## src/rtl/count_ser_pkg.sv

```systemverilog
`default_nettype none
// ============================================================================
// count_ser_pkg : shared constants and state encoding for the snapshot serializer
// Optional build macro: COUNT_SER_PARITY_EN.  Rev 1.0
// ============================================================================
package count_ser_pkg;

  typedef enum logic [2:0] {
    ST_IDLE   = 3'd0,
    ST_START  = 3'd1,
    ST_DATA   = 3'd2,
    ST_PARITY = 3'd3,
    ST_STOP   = 3'd4
  } state_t;

  localparam int COUNT_WIDTH = 8;

`ifdef COUNT_SER_PARITY_EN
  localparam int FRAME_BITS = COUNT_WIDTH + 3;
`else
  localparam int FRAME_BITS = COUNT_WIDTH + 2;
`endif

  localparam logic SER_IDLE_LEVEL = 1'b1;

endpackage : count_ser_pkg
`default_nettype wire

```

## src/rtl/ser_bit_timer.sv

```systemverilog
`default_nettype none
// ============================================================================
// ser_bit_timer : clk-per-bit down-counter; o_bit_tick marks the last cycle of a bit
// Rev 1.0
// ============================================================================
module ser_bit_timer #(
  parameter int CLKS_PER_BIT = 4
) (
  input  logic clk,
  input  logic reset,
  input  logic i_en,
  input  logic i_clr,
  output logic o_bit_tick
);

  localparam int            CW       = (CLKS_PER_BIT > 1) ? $clog2(CLKS_PER_BIT) : 1;
  localparam logic [CW-1:0] LOAD_VAL = CW'(CLKS_PER_BIT - 1);

  logic [CW-1:0] r_cnt;

  // Clear preloads the full bit period so the first bit is as long as the rest.
  always_ff @(posedge clk or posedge reset) begin
    if (reset) begin
      r_cnt <= '0;
    end else if (i_clr) begin
      r_cnt <= LOAD_VAL;
    end else if (i_en) begin
      r_cnt <= (r_cnt == '0) ? LOAD_VAL : (r_cnt - CW'(1));
    end
  end

  assign o_bit_tick = i_en && (r_cnt == '0);

endmodule : ser_bit_timer
`default_nettype wire

```

## src/rtl/count_snapshot_serializer.sv

```systemverilog
`default_nettype none
// ============================================================================
// count_snapshot_serializer : snapshots the counter and sends it as a UART-style
// frame (start 0, LSB first, optional even parity with COUNT_SER_PARITY_EN, stop 1).  Rev 1.0
// ============================================================================
module count_snapshot_serializer
  import count_ser_pkg::*;
#(
  parameter int WIDTH        = 8,
  parameter int CLKS_PER_BIT = 4
) (
  input  logic             clk,
  input  logic             reset,
  input  logic             i_enable,
  input  logic [WIDTH-1:0] i_count_in,
  input  logic             i_snap_req,
  output logic             o_busy,
  output logic             o_ser_out,
  output logic             o_frame_done
);

  localparam int            BW       = (WIDTH > 2) ? $clog2(WIDTH) : 1;
  localparam logic [BW-1:0] LAST_BIT = BW'(WIDTH - 1);

  state_t           r_state;
  logic [WIDTH-1:0] r_shreg;
  logic [BW-1:0]    r_bit_cnt;
  logic             r_busy;
  logic             r_ser;
  logic             r_done;
`ifdef COUNT_SER_PARITY_EN
  logic             r_parity;
`endif

  logic w_accept;
  logic w_tick;
  logic w_timer_en;

  assign w_accept   = i_enable && i_snap_req && (r_state == ST_IDLE);
  assign w_timer_en = i_enable && (r_state != ST_IDLE);

  ser_bit_timer #(
    .CLKS_PER_BIT (CLKS_PER_BIT)
  ) u_bit_timer (
    .clk        (clk),
    .reset      (reset),
    .i_en       (w_timer_en),
    .i_clr      (w_accept),
    .o_bit_tick (w_tick)
  );

  always_ff @(posedge clk or posedge reset) begin
    if (reset) begin
      r_state   <= ST_IDLE;
      r_shreg   <= '0;
      r_bit_cnt <= '0;
      r_busy    <= 1'b0;
      r_ser     <= SER_IDLE_LEVEL;
      r_done    <= 1'b0;
`ifdef COUNT_SER_PARITY_EN
      r_parity  <= 1'b0;
`endif
    end else if (!i_enable) begin
      r_done <= 1'b0;
    end else begin
      r_done <= 1'b0;
      case (r_state)
        ST_IDLE: begin
          if (i_snap_req) begin
            r_shreg <= i_count_in;
`ifdef COUNT_SER_PARITY_EN
            r_parity <= ^i_count_in;
`endif
            r_state <= ST_START;
            r_busy  <= 1'b1;
            r_ser   <= 1'b0;
          end
        end
        ST_START: begin
          if (w_tick) begin
            r_state   <= ST_DATA;
            r_bit_cnt <= '0;
            r_ser     <= r_shreg[0];
          end
        end
        ST_DATA: begin
          // Next bit is presented from r_shreg[1] because the shift lands on the same edge.
          if (w_tick) begin
            if (r_bit_cnt == LAST_BIT) begin
              r_bit_cnt <= '0;
`ifdef COUNT_SER_PARITY_EN
              r_state <= ST_PARITY;
              r_ser   <= r_parity;
`else
              r_state <= ST_STOP;
              r_ser   <= SER_IDLE_LEVEL;
`endif
            end else begin
              r_bit_cnt <= r_bit_cnt + BW'(1);
              r_shreg   <= r_shreg >> 1;
              r_ser     <= r_shreg[1];
            end
          end
        end
        ST_PARITY: begin
          if (w_tick) begin
            r_state <= ST_STOP;
            r_ser   <= SER_IDLE_LEVEL;
          end
        end
        ST_STOP: begin
          if (w_tick) begin
            r_state <= ST_IDLE;
            r_busy  <= 1'b0;
            r_done  <= 1'b1;
            r_ser   <= SER_IDLE_LEVEL;
          end
        end
        default: begin
          r_state <= ST_IDLE;
          r_busy  <= 1'b0;
          r_ser   <= SER_IDLE_LEVEL;
        end
      endcase
    end
  end

  assign o_busy       = r_busy;
  assign o_ser_out    = r_ser;
  assign o_frame_done = r_done;

endmodule : count_snapshot_serializer
`default_nettype wire

```

## config.mk

```make
export PLATFORM = sky130hd
export DESIGN_NAME = count_snapshot_serializer
export DESIGN_NICKNAME = d
export VERILOG_FILES = /design/src/rtl/count_ser_pkg.sv /design/src/rtl/ser_bit_timer.sv /design/src/rtl/count_snapshot_serializer.sv
export SDC_FILE = /design/constraint.sdc
export NUM_CORES = 1
export LEC_CHECK = 0
export BUFFER_PORTS_ARGS = -buffer_cell sky130_fd_sc_hd__buf_2
export CORE_UTILIZATION = 49
export DETAILED_ROUTE_END_ITERATION = 6
export HOLD_SLACK_MARGIN = 0.03
export PLACE_DENSITY = 0.73
export SLEW_MARGIN = 10
export SYNTH_ARGS = -nofsm -noshare
export SYNTH_HDL_FRONTEND = slang
export SYNTH_SLANG_ARGS = --single-unit
export TNS_END_PERCENT = 100
```

## constraint.sdc

```tcl
create_clock -name clk -period 1.51 [get_ports clk]
set_input_delay 0.0755 -clock clk [delete_from_list [all_inputs] [get_ports clk]]
set_output_delay 0.0755 -clock clk [all_outputs]
set_load 0.01 [all_outputs]
```

==> results of run 1 <==
-- registers in the layout (all words and copies together) (netlist names) --
register / count
u_bit_timer.r_cnt: 2
o_frame_done: 1
o_busy: 1
r_bit_cnt: 3
r_shreg: 8
r_state: 3
o_ser_out: 1
-- per-layer routing --
metal  vias to the layer above  track usage, %
met3                         4            4.62
li1                        414               -
met4                         0            8.57
met5                         -               0
met2                        16            35.9
met1                       422            26.0
-- repair_timing --
item | CTS | global route
pin swaps | 4 | 6
setup endpoints to repair | 8 | 12
hold buffers | 1 | 0
gates resized for setup | 1 | 12
cloned | 0 | 0
buffers inserted | 1 | 1
hold endpoints to repair | 18 | 0
-- stage by stage --
stage / utilization [%] / hold WS (ns) / TNS (ns) / total power (uW)
6_report: 67.5 / 0.0350 / -0.0331 / 2410
5_1_grt: 67.5 / 0.0468 / -0.571 / 2580
4_1_cts: 63.4 / 0.0442 / -0.168 / 2230
3_5_place_dp: 61.0 / 0.116 / -0.0830 / 1960
3_3_place_gp: 61.0 / 0.100 / 0 / 1920
2_1_floorplan: - / 0.0259 / -0.226 / 1670
-- cells in the mapped netlist, drive strengths merged --
cell type,instances
or2,1
dfstp,1
o21bai,1
nand3b,2
nand3,1
a31oi,1
a21boi,1
nor3,1
o31ai,2
o21a,2
mux2i,1
ha,3
inv,7
nor2,3
o21ai,10
clkbuf,3
a21oi,1
xor2,1
a2bb2oi,8
nor2b,2
o311ai,1
a22o,1
nand4b,1
o41ai,1
mux2,2
buf,4
nor3b,3
o22ai,7
dfrtp,18
nand2,8
-- final timing paths --
kind	from	end	slack, ns	cells past startpoint
min reg2reg	u_bit_timer.r_cnt[0]	u_bit_timer.r_cnt[0]	0.51	1
max in group asynchronous	reset	o_ser_out	0.90	4
min in group asynchronous	reset	r_bit_cnt[2]	0.35	4
min	i_count_in[7]	r_shreg[7]	0.04	3
max reg2reg	r_bit_cnt[0]	r_shreg[6]	-0.02	7
max	r_bit_cnt[0]	r_shreg[6]	-0.02	7
-- placed cells by master (no fill, tap or decap), drive strengths merged, types with 2 or more instances in the layout --
cell type / instances
buf: 29
dfrtp: 18
o21ai: 10
nand2: 8
a2bb2oi: 8
o22ai: 7
inv: 7
clkbuf: 4
nor2: 3
nor3b: 3
ha: 3
nor2b: 2
o21a: 2
o31ai: 2
nand3b: 2
mux2: 2
-- tightest hold or removal path: cells and delay by family --
family | cells | cell delay (ns)
AO/OA/AOI/OAI | 1 | 0.06
buffers and inverters | 1 | 0.08
AND/OR/NAND/NOR | 1 | 0.08
-- power breakdown --
| part | internal, uW | switching [uW] | total, uW |
|---|---|---|---|
| logic | 699 | 510 | 1210 |
| clock network | 103 | 149 | 251 |
| registers | 733 | 213 | 946 |
-- cell type report --
class | count | share of cell area, %
inverters | 7 | 2.01
clock buffers | 4 | 2.01
repair buffers | 30 | 15.7
flip-flops and latches | 19 | 36.6
multi-input cells | 65 | 41.2
well taps | 27 | 2.58
-- logic make-up (layout without fill, tap and decap cells) --
kind of cell / Yosys count / after routing / synth area share, %
adders and majority gates: 3 / 3 / 3.74
AOI/OAI and AO/OA: 36 / 36 / 25.7
and+or+nand+nor: 22 / 22 / 12.1
xor gates and xnor gates: 1 / 1 / 0.873
muxes: 3 / 3 / 3.24
DFF: 19 / 19 / 47.5
buffers and inverters: 14 / 41 / 6.86
==> results.json, run 1 <==
{
  "status": "complete, but fails checks",
  "violations": "setup timing",
  "start_util_pct": 51.7,
  "postSynthNetCount": 113,
  "rsz0062_at_grt": "true",
  "hold_viol": 0,
  "wl_per_cell_um": 13.5,
  "leakage_uw": 0.000577,
  "setup_viol": 3,
  "ys_types": 34,
  "layout-drive-gt1-share_pct": 42.4,
  "max_stage_delay_ns": 0.40,
  "met2_length_um": 1040,
  "max_slew_margin_pct": 77.8,
  "min_path_type": "primary input to flop",
  "instances_no_fill": 152,
  "yosys.area.top_type": "dfrtp_1",
  "critical_path_peak_fanout": 8,
  "drt-pass1-iter-count": 4,
  "finalCritPeriodShare_pct": 101,
  "die_w_um": 47.3,
  "dieArea_sq_um": 2230,
  "critPathTopFamily": "compound AO/OA/AOI/OAI gates",
  "ys_seq_area_share_pct": 47.5,
  "cp_data_arrival_time_ns": 1.76,
  "core.rowCount": 16,
  "cts.sinks": 19,
  "ant_nets": 0,
  "cts_max_level": 1,
  "drt-initial-drc-count": 9,
  "grt_pass1_wl_um": 3240,
  "crit_chain": "ha_2 > ha_4 > nor2b_1 > o21a_1 > a21boi_4 > buf_12 > a2bb2oi_2",
  "grt_pass1_vias": 766,
  "post-route-drc-count": 0,
  "fmax_mhz": 654,
  "antenna_found_initial": 0,
  "worstSetupPathType": "flop to flop",
  "place_inst": 145,
  "seq_area_sq_um": 479,
  "fin_area_sq_um": 1310,
  "num_vias": 856,
  "slowest_stage": "dfrtp_1",
  "track_usage_pct": 21.2,
  "root_buffer": "clkbuf_4",
  "clockBufferDepth": 2,
  "fillers": 163,
  "nNetsFinal": 141,
  "maxSlewViolCount": 0,
  "synth_area_leaders": "dfrtp_1, a2bb2oi_1, o21ai_0, o22ai_1, ha_1",
  "pre_cts_ws_ns": -0.0211,
  "dp_hpwl_um": 1460,
  "grt-ovfl-total": 0,
  "diodes": 0,
  "maxCapViolCount": 0,
  "worstSkewPairLatency_ns": 0.29,
  "postSynthAreaPerCell_sq_um": 10.2,
  "worst-path-buf-inv": 1,
  "worstSetupStartpointType": "flop",
  "fp.dieH_um": 47.3,
  "port_buffers": 14,
  "gp_congestion": 0.757,
  "io_pins": 15,
  "skew_ns": 0.00663,
  "ys_ff_latch": 19,
  "ir_drop_mv": 1.06,
  "end_kind": "flop",
  "tritoncts": "built",
  "tightestPinTransition_ns": 0.332,
  "setup_ws_ns": -0.0201,
  "yosys_warnings": 0,
  "netlist_area_sq_um": 1000,
  "cts_inserted_buffers": 3,
  "syn_inst": 98,
  "yosysTopAreaCellShare_pct": 44.9,
  "wl_met3_um": 51,
  "area_growth_pct": 30.5,
  "multiInputGateArea_sq_um": 539,
  "p_per_area_nw_per_um2": 1840,
  "clk_pin_slew_ns": 0.10,
  "grt_max_degree": 20,
  "route.layer.met1.wl_um": 924,
  "placed_area_sq_um": 1180,
  "top_layer": "met4",
  "via_per_inst": 5.63,
  "required_ns": 1.73,
  "routed_wl_um": 2050,
  "finalCriticalPeriod_ns": 1.53,
  "core_sq_um": 1940
}
Power figures use the tool's default switching activity.
==> run 2, diff against run 1 <==
==> constraint.sdc (replaced) <==
create_clock -name clk -period 1.25 [get_ports clk]
set_input_delay 0.0625 -clock clk [delete_from_list [all_inputs] [get_ports clk]]
set_output_delay 0.0625 -clock clk [all_outputs]
set_load 0.01 [all_outputs]
==> run 2 against run 1 <==
Effect of this change:
- non-clock buffer count up 15
- register-to-register slack got worse by 0.33 ns
- the run still ends with setup timing left
- global-route usage is 4.0 points higher
- die area unchanged
- combinational power rose by 91%
- largest cell class unchanged
==> results.json, run 2 (synthesized netlist as in run 1, its figures left out) <==
{
  "maxSlewViolCount": 0,
  "ant_nets": 0,
  "routed_wl_um": 2790,
  "max_stage_delay_ns": 0.40,
  "violations": "setup timing",
  "gp_congestion": 0.753,
  "setup_viol": 16,
  "worst-path-buf-inv": 0,
  "die_w_um": 47.3,
  "port_buffers": 14,
  "largest_register_ffs": 8,
  "multiInputGateArea_sq_um": 653,
  "skew_ns": 0.00768,
  "dp_hpwl_um": 1570,
  "place_inst": 150,
  "cts_max_level": 1,
  "diodes": 0,
  "track_usage_pct": 25.2,
  "finalCriticalPeriod_ns": 1.60,
  "maxCapViolCount": 0,
  "slowest_stage": "dfrtp_1",
  "max_slew_margin_pct": 76.2,
  "grt_pass1_wl_um": 3800,
  "fillers": 122,
  "worstSetupPathType": "flop to flop",
  "leakage_uw": 0.000686,
  "grt_max_degree": 12,
  "worstSetupStartpointType": "flop",
  "status": "complete, but fails checks",
  "area_growth_pct": 57.0,
  "grt-ovfl-total": 0,
  "finalCritPeriodShare_pct": 128,
  "core_sq_um": 1940,
  "required_ns": 1.48,
  "top_register": "r_shreg",
  "antenna_found_initial": 0,
  "instances_no_fill": 167,
  "nNetsFinal": 156,
  "num_vias": 931,
  "wl_per_cell_um": 16.7,
  "io_pins": 15,
  "grt_pass1_vias": 821,
  "ir_drop_mv": 1.42,
  "drt-pass1-iter-count": 4,
  "fmax_mhz": 626,
  "root_buffer": "clkbuf_4",
  "hold_viol": 0,
  "critical_path_peak_fanout": 8,
  "critPathTopFamily": "compound AO/OA/AOI/OAI gates",
  "tightestPinTransition_ns": 0.357,
  "largestRegisters": "r_shreg: 8 flops, r_bit_cnt: 3 flops, r_state: 3 flops",
  "dieArea_sq_um": 2230,
  "seq_area_sq_um": 480,
  "clockBufferDepth": 2,
  "via_per_inst": 5.57,
  "cts.sinks": 19,
  "fp.dieH_um": 47.3,
  "worstSkewPairLatency_ns": 0.30,
  "cts_inserted_buffers": 3,
  "fin_util_pct": 81.1,
  "p_per_area_nw_per_um2": 2380,
  "core.rowCount": 16,
  "min_path_type": "primary input to flop",
  "layout-drive-gt1-share_pct": 57.9,
  "clk_pin_slew_ns": 0.11,
  "rsz0062_at_grt": "true",
  "tritoncts": "built",
  "end_kind": "flop",
  "setup_ws_ns": -0.349,
  "cp_data_arrival_time_ns": 1.83,
  "final_cell_mix": "buf_4, buf_2, dfrtp_1",
  "layout_commonest_cell": "buf_4",
  "start_util_pct": 51.7,
  "crit_chain": "ha_2 > ha_4 > nor2b_2 > o21a_1 > a21boi_4 > a2bb2oi_1",
  "pre_cts_ws_ns": -0.339,
  "post-route-drc-count": 0,
  "drt-initial-drc-count": 14
}
[run 2: cell count changes in the layout (fill, tap and decap cells not counted), moves of 2 or more]
cell	before	now
buf_6	0	8
o21ai_0	9	2
o21ai_1	0	5
buf_4	14	18
inv_1	7	5
inv_2	0	2
nor2_1	3	1
nor2_4	0	2
o31ai_1	2	0
o31ai_4	0	2
[run 2: worst paths after layout]
| path | start | endpoint | slack [ns] | cells after the start |
|---|---|---|---|---|
| worst min-delay path | i_count_in[5] | r_shreg[5] | 0.08 | 3 |
| worst max-delay path | r_bit_cnt[1] | r_shreg[2] | -0.35 | 6 |
| max in group asynchronous | reset | r_shreg[0] | 0.50 | 4 |
| min in group asynchronous | reset | o_frame_done | 0.26 | 3 |
| worst max register to register | r_bit_cnt[1] | r_shreg[2] | -0.35 | 6 |
| worst min register to register | r_shreg[7] | r_shreg[7] | 0.53 | 2 |
[run 2: layout make-up]
type / count / area share [%]
Multi-Input combinational cell: 65 / 41.5
Sequential cell: 19 / 30.5
Timing Repair Buffer: 45 / 22.6
Tap cell: 27 / 2.14
Clock buffer: 4 / 1.67
Inverter: 7 / 1.67
[run 2: layer usage]
layer,part of all wire [%],vias to the layer above,global-route usage (%),wire [um]
met5,0,-,0,0
met3,2.5,8,5.38,69
li1,-,444,-,-
met1,42,460,31.8,1180
met4,2.1,0,13.7,58
met2,53,19,40.0,1480
[run 2: through the flow]
stage / power, uW / TNS, ns / cell area (sq um) / hold slack (ns)
floorplan: 2060 / -2.76 / 1040 / 0.0129
global placement: 2410 / -2.39 / 1220 / 0.0380
detailed placement: 2480 / -3.37 / 1220 / 0.0393
CTS: 3340 / -3.28 / 1450 / 0.0703
global route: 3970 / -4.91 / 1580 / 0.0767
finish: 3750 / -3.89 / 1580 / 0.0829
[run 2: where the power goes]
part | total (uW) | switching (uW) | internal, uW
sequential | 1130 | 241 | 889
combinational | 2310 | 1010 | 1300
clock | 319 | 194 | 125
[run 2: what timing repair did]
item | in CTS | in global routing
gates resized for setup | 32 | 20
hold endpoints to repair | 9 | 0
setup buffers | 5 | 5
gates cloned | 1 | 0
hold buffers | 2 | 0
pin swaps | 14 | 13
endpoints found under the setup margin | 16 | 17
[run 2: worst reg2reg max path, cell delays in order (launching register included)]
cell and delay, ns:
dfrtp_1 0.40, ha_2 0.19, ha_4 0.16, nor2b_2 0.10, o21a_1 0.14, a21boi_4 0.34
a2bb2oi_1 0.20
